<file path="src/rtl/lsu_ctrl.sv">
// rtl/lsu_ctrl.sv - load/store unit data-memory access sequencer
module lsu_ctrl #(
  parameter int XLEN    = 32,
  parameter int TIMEOUT = 255
) (
  input  logic            clk,
  input  logic            reset_n,
  input  logic            req_valid_i,
  output logic            req_ready_o,
  input  logic            req_store_i,
  input  logic [XLEN-1:0] req_adr_i,
  input  logic [XLEN-1:0] req_wdata_i,
  input  logic [2:0]      req_size_i,
  input  logic            req_unsigned_i,
  input  logic [4:0]      req_rd_i,
  input  logic            flush_i,
  output logic            dmem_req_o,
  output logic            dmem_we_o,
  output logic [XLEN-1:0] dmem_adr_o,
  output logic [3:0]      dmem_be_o,
  output logic [XLEN-1:0] dmem_wdata_o,
  input  logic            dmem_gnt_i,
  input  logic            dmem_rvalid_i,
  input  logic [XLEN-1:0] dmem_rdata_i,
  input  logic            dmem_err_i,
  output logic            rsp_valid_o,
  output logic [XLEN-1:0] rsp_data_o,
  output logic [4:0]      rsp_rd_o,
  output logic            exc_valid_o,
  output logic [3:0]      exc_cause_o,
  output logic [XLEN-1:0] exc_tval_o,
  output logic            busy_o
);

  typedef enum logic [1:0] {IDLE, REQ, WAIT} state_e;

  localparam logic [7:0] TO_LAST = 8'(TIMEOUT - 1);

  state_e          state_q, state_d;
  logic [XLEN-1:0] adr_q, adr_d, wdata_q, wdata_d;
  logic [2:0]      size_q, size_d;
  logic            store_q, store_d, uns_q, uns_d, kill_q, kill_d;
  logic [4:0]      rd_q, rd_d;
  logic [7:0]      cnt_q, cnt_d;
  logic            rsp_valid_q, rsp_valid_d, exc_valid_q, exc_valid_d, exc_mis_q, exc_mis_d;
  logic [XLEN-1:0] rsp_data_q, rsp_data_d, exc_tval_q, exc_tval_d;
  logic [4:0]      rsp_rd_q, rsp_rd_d;
  logic [3:0]      exc_cause_q, exc_cause_d;

  logic            accept, misalign;
  logic [XLEN-1:0] lane, ld_data;

  assign req_ready_o  = (state_q == IDLE) && !flush_i;
  assign accept       = req_valid_i && req_ready_o;
  assign busy_o       = (state_q != IDLE);
  assign dmem_req_o   = (state_q == REQ);
  assign dmem_we_o    = store_q;
  assign dmem_adr_o   = {adr_q[XLEN-1:2], 2'b00};
  assign rsp_valid_o  = rsp_valid_q;
  assign rsp_data_o   = rsp_data_q;
  assign rsp_rd_o     = rsp_rd_q;
  // A flush arriving while a misalign exception is being presented cancels it.
  assign exc_valid_o  = exc_valid_q && !(exc_mis_q && flush_i);
  assign exc_cause_o  = exc_cause_q;
  assign exc_tval_o   = exc_tval_q;

  always_comb begin
    misalign = 1'b1;
    case (req_size_i)
      3'b001:  misalign = 1'b0;
      3'b010:  misalign = req_adr_i[0];
      3'b100:  misalign = |req_adr_i[1:0];
      default: misalign = 1'b1;
    endcase
  end

  always_comb begin
    dmem_be_o    = 4'b0000;
    dmem_wdata_o = '0;
    if (size_q[0]) begin
      dmem_be_o    = 4'b0001 << adr_q[1:0];
      dmem_wdata_o = {4{wdata_q[7:0]}};
    end else if (size_q[1]) begin
      dmem_be_o    = 4'b0011 << adr_q[1:0];
      dmem_wdata_o = {2{wdata_q[15:0]}};
    end else if (size_q[2]) begin
      dmem_be_o    = 4'b1111;
      dmem_wdata_o = wdata_q;
    end
  end

  always_comb begin
    lane    = dmem_rdata_i >> {adr_q[1:0], 3'b000};
    ld_data = lane;
    if (size_q[0])
      ld_data = {{(XLEN-8){~uns_q & lane[7]}}, lane[7:0]};
    else if (size_q[1])
      ld_data = {{(XLEN-16){~uns_q & lane[15]}}, lane[15:0]};
  end

  always_comb begin
    state_d     = state_q;
    adr_d       = adr_q;
    wdata_d     = wdata_q;
    size_d      = size_q;
    store_d     = store_q;
    uns_d       = uns_q;
    rd_d        = rd_q;
    kill_d      = kill_q;
    cnt_d       = cnt_q;
    rsp_valid_d = 1'b0;
    rsp_data_d  = rsp_data_q;
    rsp_rd_d    = rsp_rd_q;
    exc_valid_d = 1'b0;
    exc_mis_d   = 1'b0;
    exc_cause_d = exc_cause_q;
    exc_tval_d  = exc_tval_q;
    case (state_q)
      IDLE: begin
        if (accept) begin
          adr_d   = req_adr_i;
          wdata_d = req_wdata_i;
          size_d  = req_size_i;
          store_d = req_store_i;
          uns_d   = req_unsigned_i;
          rd_d    = req_rd_i;
          kill_d  = 1'b0;
          if (misalign) begin
            exc_valid_d = 1'b1;
            exc_mis_d   = 1'b1;
            exc_cause_d = {2'b01, req_store_i, 1'b0};
            exc_tval_d  = req_adr_i;
          end else begin
            state_d = REQ;
            cnt_d   = 8'd0;
          end
        end
      end
      REQ: begin
        if (dmem_gnt_i) begin
          state_d = WAIT;
          kill_d  = flush_i;
          cnt_d   = cnt_q + 8'd1;
        end else if (flush_i) begin
          state_d = IDLE;
        end else if (cnt_q >= TO_LAST) begin
          state_d     = IDLE;
          exc_valid_d = 1'b1;
          exc_cause_d = {2'b01, store_q, 1'b1};
          exc_tval_d  = adr_q;
        end else begin
          cnt_d = cnt_q + 8'd1;
        end
      end
      WAIT: begin
        if (flush_i)
          kill_d = 1'b1;
        if (dmem_rvalid_i || cnt_q >= TO_LAST) begin
          state_d = IDLE;
          if (!(kill_q || flush_i)) begin
            if (!dmem_rvalid_i || dmem_err_i) begin
              exc_valid_d = 1'b1;
              exc_cause_d = {2'b01, store_q, 1'b1};
              exc_tval_d  = adr_q;
            end else begin
              rsp_valid_d = 1'b1;
              rsp_rd_d    = rd_q;
              rsp_data_d  = store_q ? '0 : ld_data;
            end
          end
        end else begin
          cnt_d = cnt_q + 8'd1;
        end
      end
      default: state_d = IDLE;
    endcase
  end

  always_ff @(posedge clk or negedge reset_n) begin
    if (!reset_n) begin
      state_q     <= IDLE;
      adr_q       <= '0;
      wdata_q     <= '0;
      size_q      <= '0;
      store_q     <= 1'b0;
      uns_q       <= 1'b0;
      rd_q        <= '0;
      kill_q      <= 1'b0;
      cnt_q       <= '0;
      rsp_valid_q <= 1'b0;
      rsp_data_q  <= '0;
      rsp_rd_q    <= '0;
      exc_valid_q <= 1'b0;
      exc_mis_q   <= 1'b0;
      exc_cause_q <= '0;
      exc_tval_q  <= '0;
    end else begin
      state_q     <= state_d;
      adr_q       <= adr_d;
      wdata_q     <= wdata_d;
      size_q      <= size_d;
      store_q     <= store_d;
      uns_q       <= uns_d;
      rd_q        <= rd_d;
      kill_q      <= kill_d;
      cnt_q       <= cnt_d;
      rsp_valid_q <= rsp_valid_d;
      rsp_data_q  <= rsp_data_d;
      rsp_rd_q    <= rsp_rd_d;
      exc_valid_q <= exc_valid_d;
      exc_mis_q   <= exc_mis_d;
      exc_cause_q <= exc_cause_d;
      exc_tval_q  <= exc_tval_d;
    end
  end

endmodule

</file>
<file path="config.mk">
export PLATFORM = sky130hd
export DESIGN_NAME = lsu_ctrl
export DESIGN_NICKNAME = d
export VERILOG_FILES = /design/src/rtl/lsu_ctrl.sv
export SDC_FILE = /design/constraint.sdc
export NUM_CORES = 1
export LEC_CHECK = 0
export CAP_MARGIN = 20
export CELL_PAD_IN_SITES_DETAIL_PLACEMENT = 1
export CELL_PAD_IN_SITES_GLOBAL_PLACEMENT = 1
export CORE_MARGIN = 1
export CORE_UTILIZATION = 32
export CTS_BUF_LIST = sky130_fd_sc_hd__clkbuf_8
export CTS_CLUSTER_SIZE = 12
export DETAILED_ROUTE_END_ITERATION = 12
export GPL_TIMING_DRIVEN = 0
export PLACE_DENSITY_LB_ADDON = 0.1
export SYNTH_ARGS = -nofsm -noshare
export SYNTH_HDL_FRONTEND = slang
export SYNTH_SLANG_ARGS = --single-unit
</file>
<file path="constraint.sdc">
create_clock -name clk -period 2.2 [get_ports clk]
set_clock_uncertainty 0.15 [all_clocks]
set_input_delay 0.44 -clock clk [delete_from_list [all_inputs] [get_ports clk]]
set_output_delay 0.44 -clock clk [all_outputs]
set_load 0.01 [all_outputs]
</file>
# --- Word-level counts from Yosys, hierarchy flattened ---
# Cells that the tools add are included.
totals:
  out_inout_bits: 147
  inputBits: 113
  register_bits: 161
op_classes:
  n_eq_ne: 20
  n_lt_le_gt_ge: 1
  bitwise_logic: 5
  shifts: 3
  reduce_logical: 20
  n_addsub: 1
  mux: 60
ops:
  columns: ["operator", "n"]
  rows:
  - ["$mux W32", 14]
  - ["$pmux W32 S3", 1]
  - ["$mux W8", 6]
  - ["$mux W4", 11]
  - ["$shr A32 B5 Y32", 1]
  - ["$pmux W8 S3", 1]
  - ["$ne A2 B2 Y1 const B", 10]
  - ["$mux W1", 16]
  - ["$mux W2", 6]
  - ["$pmux W4 S3", 1]
  - ["$reduce_and A4 Y1", 3]
  - ["$pmux W1 S3", 3]
  - ["$reduce_and A9 Y1", 1]
  - ["$add A8 B1 Y8 const B", 1]
  - ["$ge A8 B8 Y1 const B", 1]
  - ["$pmux W2 S3", 1]
  - ["$reduce_and A6 Y1", 1]
  - ["$logic_and A1 B1 Y1", 4]
  - ["$ne A2 B1 Y1 const B", 2]
  - ["$ne A4 B2 Y1 const B", 1]
  - ["$shl A1 B2 Y4 const A", 1]
  - ["$shl A2 B2 Y4 const A", 1]
  - ["$eq A3 B1 Y1 const B", 1]
  - ["$eq A3 B2 Y1 const B", 1]
  - ["14 further kinds", 21]

# --- Depth between registers and ports, before layout ---
# Gate-level depths: netlist of run 1.
depth:
  ltp_word: 6
  ltp_mapped: 9
  ltp_nobuf: 7

# --- Worst setup path before layout of run 1 ---
# OpenSTA, ideal clock, no wires.
synth_path:
  kind: "reg2reg"
  startpoint: "register state_q[1]"
  endpoint: "register cnt_q[7]"
  t_arrival_ns: 2.039
  required_ns: 1.925
  stages_incl_launch_ff: 9
  slack_ns: -0.114
  setup_time_ns: 0.125
  path_cell_list: "dfrtp_1 -> inv_1 -> ha_1 -> nor2b_1 -> a221o_1 -> o32a_1 -> or2_1 -> buf_2 -> mux2_2"
synth_between:
  word_cells_on_any_way: 13
synth_lines:
  columns: ["element", "line", "source"]
  rows:
  - ["start: declaration", "39", "state_e state_q, state_d;"]
  - ["start signal: assignment", "198", "state_q <= state_d;"]
  - ["$eq A2 B1 Y1 (*)", null, null]
  - ["via dmem_req_o", "17", "output logic dmem_req_o,"]
  - ["$ne A3 B3 Y1 (no line) (tied with other cells)", null, null]
  - ["$reduce_and A6 Y1 (no line)", null, null]
  - ["end signal: assignment", "206", "cnt_q <= cnt_d;"]
  - ["end: declaration", "44", "logic [7:0] cnt_q, cnt_d;"]
# The timed path passes the listed nets; every way through them passes the cells marked *.
# A chain may end at the register's enable or synchronous reset.

# --- Final worst setup path of run 1 ---
layout_path:
  startpoint: "register size_q[1]"
  endpoint: "output port dmem_be_o[3]"
layout_between:
  elab_chain_len: 2
layout_lines:
  columns: ["element", "line", "source"]
  rows:
  - ["start: declaration", "41", "logic [2:0] size_q, size_d;"]
  - ["start signal: assignment", "201", "size_q <= size_d;"]
  - ["$mux W4", "83", "end else if (size_q[1]) begin"]
  - ["$mux W4", "80", "if (size_q[0]) begin"]
  - ["end: declaration", "20", "output logic [3:0] dmem_be_o,"]
# Every way passes these cells.

==> metrics.txt, run 1 <==
Hold Vio Cnt, Final=0; failing checks=negative setup slack; Pwr Total=20.0 mW; row cnt=slightly below 60; Worst Max-Slew Pin Slew=661 ps; Syn-to-layout area delta=53.1%; number of detailed-route iterations in the first pass=4; relative slew slack=between 50% and 60%; Via Count=7,301; Iteration-0 DRC Markers=320; fin area=around 12,000 sq um; Async SR Flop Fraction=100%; Seq/Total Area, Yosys=49.1%; antenna violations before repair=1; Most Frequent Cell on Critical Path=buf_6; clock slew at reported path FFs=80 ps; PD cells=1600 nW/um^2; Mapped Cells=approximately 860; Clock Latency Late Sink=approximately 460 ps; share of post-route cells with drive strength above 1=27.2%; Layout Utilization=49.7%; global-route wire length before repair=around 45,000 um; root buffer cell=clkbuf_8; met1 Usage GRT=29.8%; Worst setup EP type=primary output; pin count of the biggest net entering global routing=109; status=complete, but fails checks; RSZ-0062 raised after global routing=yes; synthesized area=8150 sq um; vias per cell=around 4.8; min Tclk post-route=2390 ps; Tcrit/Tclk final=109%; max-slew violations=0; worst path arrival time=1800 ps; f_max=419 MHz; Post-route DRC=0; Reg power frac=26.9%; GRT busiest layer=met2; crit-path max cell delay=450 ps; Synth top area share=49.1%; Worst path slowest cell=dfrtp_2; share of total power in combinational logic=61.8%; worst path cell trace=buf_6 > nor2b_4 > buf_8 > buf_6 > a21oi_1 > o21ai_1 > buf_2; sw frac=39.3%; met3 usage=under 10%; Max VDD drop=0.751 mV; critical path peak fanout=4; Area after DPL=11,200 sq um; Req. time, crit path=1610 ps; initial core utilization=32.4%; GR Overflow Total=0; # clock sinks=160; crit start category=register; CTS buffer count=17; Post-synth EDFFs=0; CTS tree=done; Die H=162 um; Final Non-Filler Cells=1,532; max_cap viols=0; global-route usage over all layers=roughly 23%; die span in x=162 um; quantity of I/O buffers inserted on ports=255; DRT antenna net count=0; Clock Power Share=a little under an eighth; ys flop type=dfrtp_1; hpwl dp=20,400 um; placed insts=1,444; H-tree levels=4; class of the worst hold path=input port to register; reg2reg setup slack=-150 ps; leakage=5.88 nW; GP Congestion=roughly 0.80; Ys Warns=0; Synth Register Bits=160; commonest non-fill, non-tap cell in the layout=nand2_1; syn avg cell area=9.52 sq um; post-synthesis cell type count=49; die area=approximately 26,000 sq um; GR Layer Usage met2=37.6%; Worst Setup Slack, final=-189 ps; core area=25,100 sq um; area leader, netlist=dfrtp_1; main area contributors after synthesis=dfrtp_1 49%, nand2_1 14%, mux2_2 5.5%; # setup viols final=68; # nets final=1,313; vias in the first global route=just under 8,000; CTS max path bufs=2; Avg WL per Cell=19.0 um; Ports=between 200 and 300; most frequent cells in the layout=301 x nand2_1, 209 x clkdlybuf4s50_1, 154 x dfrtp_1, 76 x buf_4, 35 x mux2_2; Int Pwr=12.1 mW; Net Sw Power=7.85 mW; WL final=~29,000 um; Setup CP Type=register to primary output
-- worst max-delay path: cells and delay by family, from the launching register on --
kind / cells / cell delay, ps
compound gates: 2 / 170
buf+inv: 4 / 550
simple gates: 1 / 180
flops: 1 / 450
-- path summary, 6_finish.rpt --
path                               startpoint             end  cells past startpoint
max in group asynchronous             reset_n   exc_tval_o[0]                      3
worst max register to register     state_q[0]  exc_tval_o[24]                      9
worst max-delay path                size_q[1]    dmem_be_o[3]                      7
worst min-delay path            req_size_i[2]       size_q[2]                      3
worst min register to register        rd_q[4]     rsp_rd_o[4]                      2
min in group asynchronous             reset_n  rsp_data_o[18]                      2
-- routing by layer --
| metal | part of all wire, % | up-vias | wire length [um] |
|---|---|---|---|
| met5 | 0 | - | 0 |
| met4 | 0.94 | 0 | 274 |
| met3 | 6.3 | 14 | 1840 |
| met2 | 48 | 191 | 13900 |
| met1 | 45 | 3594 | 13100 |
| li1 | - | 3502 | - |
-- power by group through the flow --
stage	sequential (mW)	clock [mW]	combinational, mW
after floorplan	5.34	0	5.68
after global placement	5.30	0	10.4
after detailed placement	5.34	0	10.5
after CTS	5.38	2.32	12.0
after global routing	5.56	2.44	13.3
final	5.37	2.26	12.4
-- cells in the mapped netlist, drive strengths merged, types with 2 or more instances --
master / n
o21ai: 50
a211oi: 3
dfrtp: 160
nand2b: 5
nand3: 16
o31ai: 3
buf: 44
mux2: 69
o211ai: 3
a22oi: 8
clkbuf: 39
ha: 11
inv: 9
a221o: 2
or2: 3
nor2b: 12
mux2i: 25
a22o: 17
nand2: 308
o221ai: 2
a21oi: 22
a32o: 7
or3: 2
nor2: 15
nand3b: 3
-- final cells by class --
type / count / area, sq um
inverter: 10 / 60.1
antenna: 1 / 2.50
clock inverter: 14 / 158
fill: 2865 / 12600
timing repair buffer: 318 / 3040
buffer: 77 / 609
multi-input combinational: 605 / 3940
sequential: 160 / 4010
clock buffer: 17 / 234
tap: 330 / 413
-- sequential cells by signal, indices dropped and copies added, names as in the netlist --
signal	count
exc_mis_q	1
exc_tval_o	32
kill_q	1
state_q	2
rsp_rd_o	5
cnt_q	8
rd_q	5
uns_q	1
rsp_valid_o	1
rsp_data_o	32
dmem_we_o	1
exc_valid_q	1
exc_cause_o	3
adr_q	32
wdata_q	32
size_q	3
-- what timing repair did --
| action | CTS | global route |
|---|---|---|
| resized for setup | 295 | 66 |
| setup buffers | 43 | 17 |
| pin swaps | 25 | 17 |
| cloned | 4 | 1 |
| hold endpoints to repair | 52 | 0 |
| hold buffers | 1 | 0 |
| endpoints found under the setup margin | 196 | 119 |
-- through the flow --
stage,TNS [ps],worst slack (ps),hold slack (ps)
2_1_floorplan,-33.4,-33.4,-5.59
3_3_place_gp,-1186790,-6730,303
3_5_place_dp,-120700,-1030,233
4_1_cts,-6640,-190,94.4
5_1_grt,-11040,-265,113
6_report,-4720,-189,125
-- cells by family (layout without fill, tap and decap cells) --
| logic type | Yosys count | in the layout | share of synthesized area (%) |
|---|---|---|---|
| simple gates | 369 | 369 | 18.3 |
| flops | 160 | 160 | 49.1 |
| fa+ha+maj | 11 | 11 | 1.69 |
| other cells | 1 | 4 | 0.0460 |
| compound gates | 127 | 127 | 10.4 |
| buf+inv | 93 | 436 | 6.24 |
| mux | 95 | 95 | 14.2 |
Note: power is estimated with default switching activity, not from simulation.
==> run 2: changes to the inputs <==
==> config.mk (replaced) <==
export PLATFORM = sky130hd
export DESIGN_NAME = lsu_ctrl
export DESIGN_NICKNAME = d
export VERILOG_FILES = /design/src/rtl/lsu_ctrl.sv
export SDC_FILE = /design/constraint.sdc
export NUM_CORES = 1
export LEC_CHECK = 0
export CAP_MARGIN = 20
export CORE_MARGIN = 1
export CORE_UTILIZATION = 40
export CTS_BUF_LIST = sky130_fd_sc_hd__clkbuf_8
export CTS_CLUSTER_SIZE = 12
export DETAILED_ROUTE_END_ITERATION = 12
export GPL_TIMING_DRIVEN = 0
export PLACE_DENSITY = 0.73
export SKIP_LAST_GASP = 1
export SYNTH_ARGS = -nofsm -noshare
export SYNTH_HDL_FRONTEND = slang
export SYNTH_SLANG_ARGS = --single-unit
==> metrics.txt, run 2 (synthesis gave the netlist of run 1 again) <==
status=complete, but fails checks; failing checks=negative setup slack; PD cells=1600 nW/um^2; relative slew slack=56.3%; commonest non-fill, non-tap cell in the layout=nand2_1; pin count of the biggest net entering global routing=118; met1 Usage GRT=32.7%; GRT busiest layer=met2; Avg WL per Cell=18.5 um; vias in the first global route=7,531; RSZ-0062 raised after global routing=yes; DRT antenna net count=0; row cnt=approximately 50; most frequent cells in the layout=285 x nand2_1, 211 x clkdlybuf4s50_1, 158 x dfrtp_1, 69 x buf_4, 37 x o21ai_0; crit-path max cell delay=480 ps; met3 usage=6.32%; Max VDD drop=0.891 mV; Clock Latency Late Sink=450 ps; Worst path slowest cell=dfrtp_2; Ant. Diodes=0; share of total power in combinational logic=62.5%; Req. time, crit path=1610 ps; number of detailed-route iterations in the first pass=7; leakage=5.89 nW; H-tree levels=4; worst path arrival time=roughly 1800 ps; Clock Power Share=10.6%; hpwl dp=approximately 18,000 um; f_max=421 MHz; Via Count=7,631; clock slew at reported path FFs=90 ps; Setup CP Type=register to primary output; WL final=around 27,000 um; sw frac=roughly two fifths; reg2reg setup slack=-70 ps; GR Overflow Total=0; Post-route DRC=0; # setup viols final=slightly above 70; Area after DPL=11,100 sq um; fin area=12,500 sq um; Die H=145 um; global-route usage over all layers=roughly a quarter; CTS max path bufs=2; vias per cell=approximately 5.2; Worst Setup Slack, final=-174 ps; # clock sinks=160; CTS buffer count=17; CTS tree=done; die span in x=145 um; footprint of the multi-input gates=4020 sq um; max-slew violations=0; root buffer cell=clkbuf_8; Reg power frac=~27%; core area=19,700 sq um; Net Sw Power=7.87 mW; antenna violations before repair=0; max_cap viols=0; die area=roughly 21,000 sq um; Syn-to-layout area delta=53.4%; worst path cell trace=or2_4 > buf_4 > buf_6 > nand2_2 > nand2_1 > buf_2; Fin Hold WS=roughly 110 ps; Hold Vio Cnt, Final=0; sequential cell area=4010 sq um; Tcrit/Tclk final=108%; crit start category=register; initial core utilization=41.3%; min Tclk post-route=2370 ps; GP Congestion=0.842; Iteration-0 DRC Markers=approximately 420; # nets final=1,318; Int Pwr=12.2 mW; global-route wire length before repair=40,600 um; Worst setup EP type=primary output; GR Layer Usage met2=a little over two fifths; Ports=260; share of post-route cells with drive strength above 1=28.8%; quantity of I/O buffers inserted on ports=~260; class of the worst hold path=input port to register; critical path peak fanout=6; Worst Max-Slew Pin Slew=656 ps; FILL cells=approximately 1,600
## run 2: cell types whose count changed in the layout (fill, tap and decap cells not counted), sizes merged, moves of 2 or more
| cell | delta |
|---|---|
| buf | +10 |
| clkbuf | -3 |
| clkdlybuf4s50 | +2 |
| clkinv | -2 |
| dlymetal6s2s | -2 |
| inv | +4 |
## run 2: cell type report
class                      count  area share (%)
sequential                   160            32.1
multi-input combinational    605            32.2
inverter                      10           0.380
timing repair buffer         323            24.8
buffer                        77            4.88
tap                          265            2.65
clock inverter                14            1.04
clock buffer                  18            1.98
## run 2: final timing paths
kind | depth (start not counted) | startpoint | end
max | 6 | size_q[0] | dmem_wdata_o[16]
min | 3 | req_size_i[2] | size_q[2]
max reg2reg | 10 | state_q[0] | exc_tval_o[0]
min reg2reg | 2 | rd_q[3] | rsp_rd_o[3]
max in group asynchronous | 3 | reset_n | wdata_q[13]
min in group asynchronous | 2 | reset_n | wdata_q[25]
## run 2: power groups by stage
stage | combinational (mW) | clock [mW] | sequential [mW]
finish | 12.5 | 2.13 | 5.39
global route | 13.4 | 2.29 | 5.54
CTS | 12.0 | 2.19 | 5.31
detailed placement | 10.3 | 0 | 5.30
global placement | 10.2 | 0 | 5.28
floorplan | 5.68 | 0 | 5.34
## run 2: critical path, delay by kind of cell, from the launching register on
kind,cells,cell delay [ps]
DFF,1,480
buffers and inverters,3,420
and+or+nand+nor,3,420
## run 2: stage by stage
step           power (mW)  util (%)  TNS [ps]  setup slack, ps  cells
2_1_floorplan        11.0         -     -33.4            -33.4    858
3_3_place_gp         15.4      56.1  -1091040            -6180   1378
3_5_place_dp         15.6      56.2   -108620             -929   1379
4_1_cts              19.5      62.0     -4890             -206   1460
5_1_grt              21.3      63.4     -9220             -215   1472
6_report             20.1      63.4     -4900             -174   1472
## run 2: per-layer routing
layer | up-vias | wire length [um] | part of all wire [%]
met2 | 390 | 12900 | 47
met1 | 3655 | 11100 | 41
met4 | 0 | 825 | 3.0
met5 | - | 0 | 0
met3 | 62 | 2470 | 9.1
li1 | 3524 | - | -
## run 2: what timing repair did
item                                    CTS  global route
endpoints found under the hold margin    43             0
buffers inserted                         49            14
endpoints found under the setup margin  192           117
pin swaps                                27            36
cloned                                    6             0
gates resized for setup                 302            86
hold buffers                              1             0
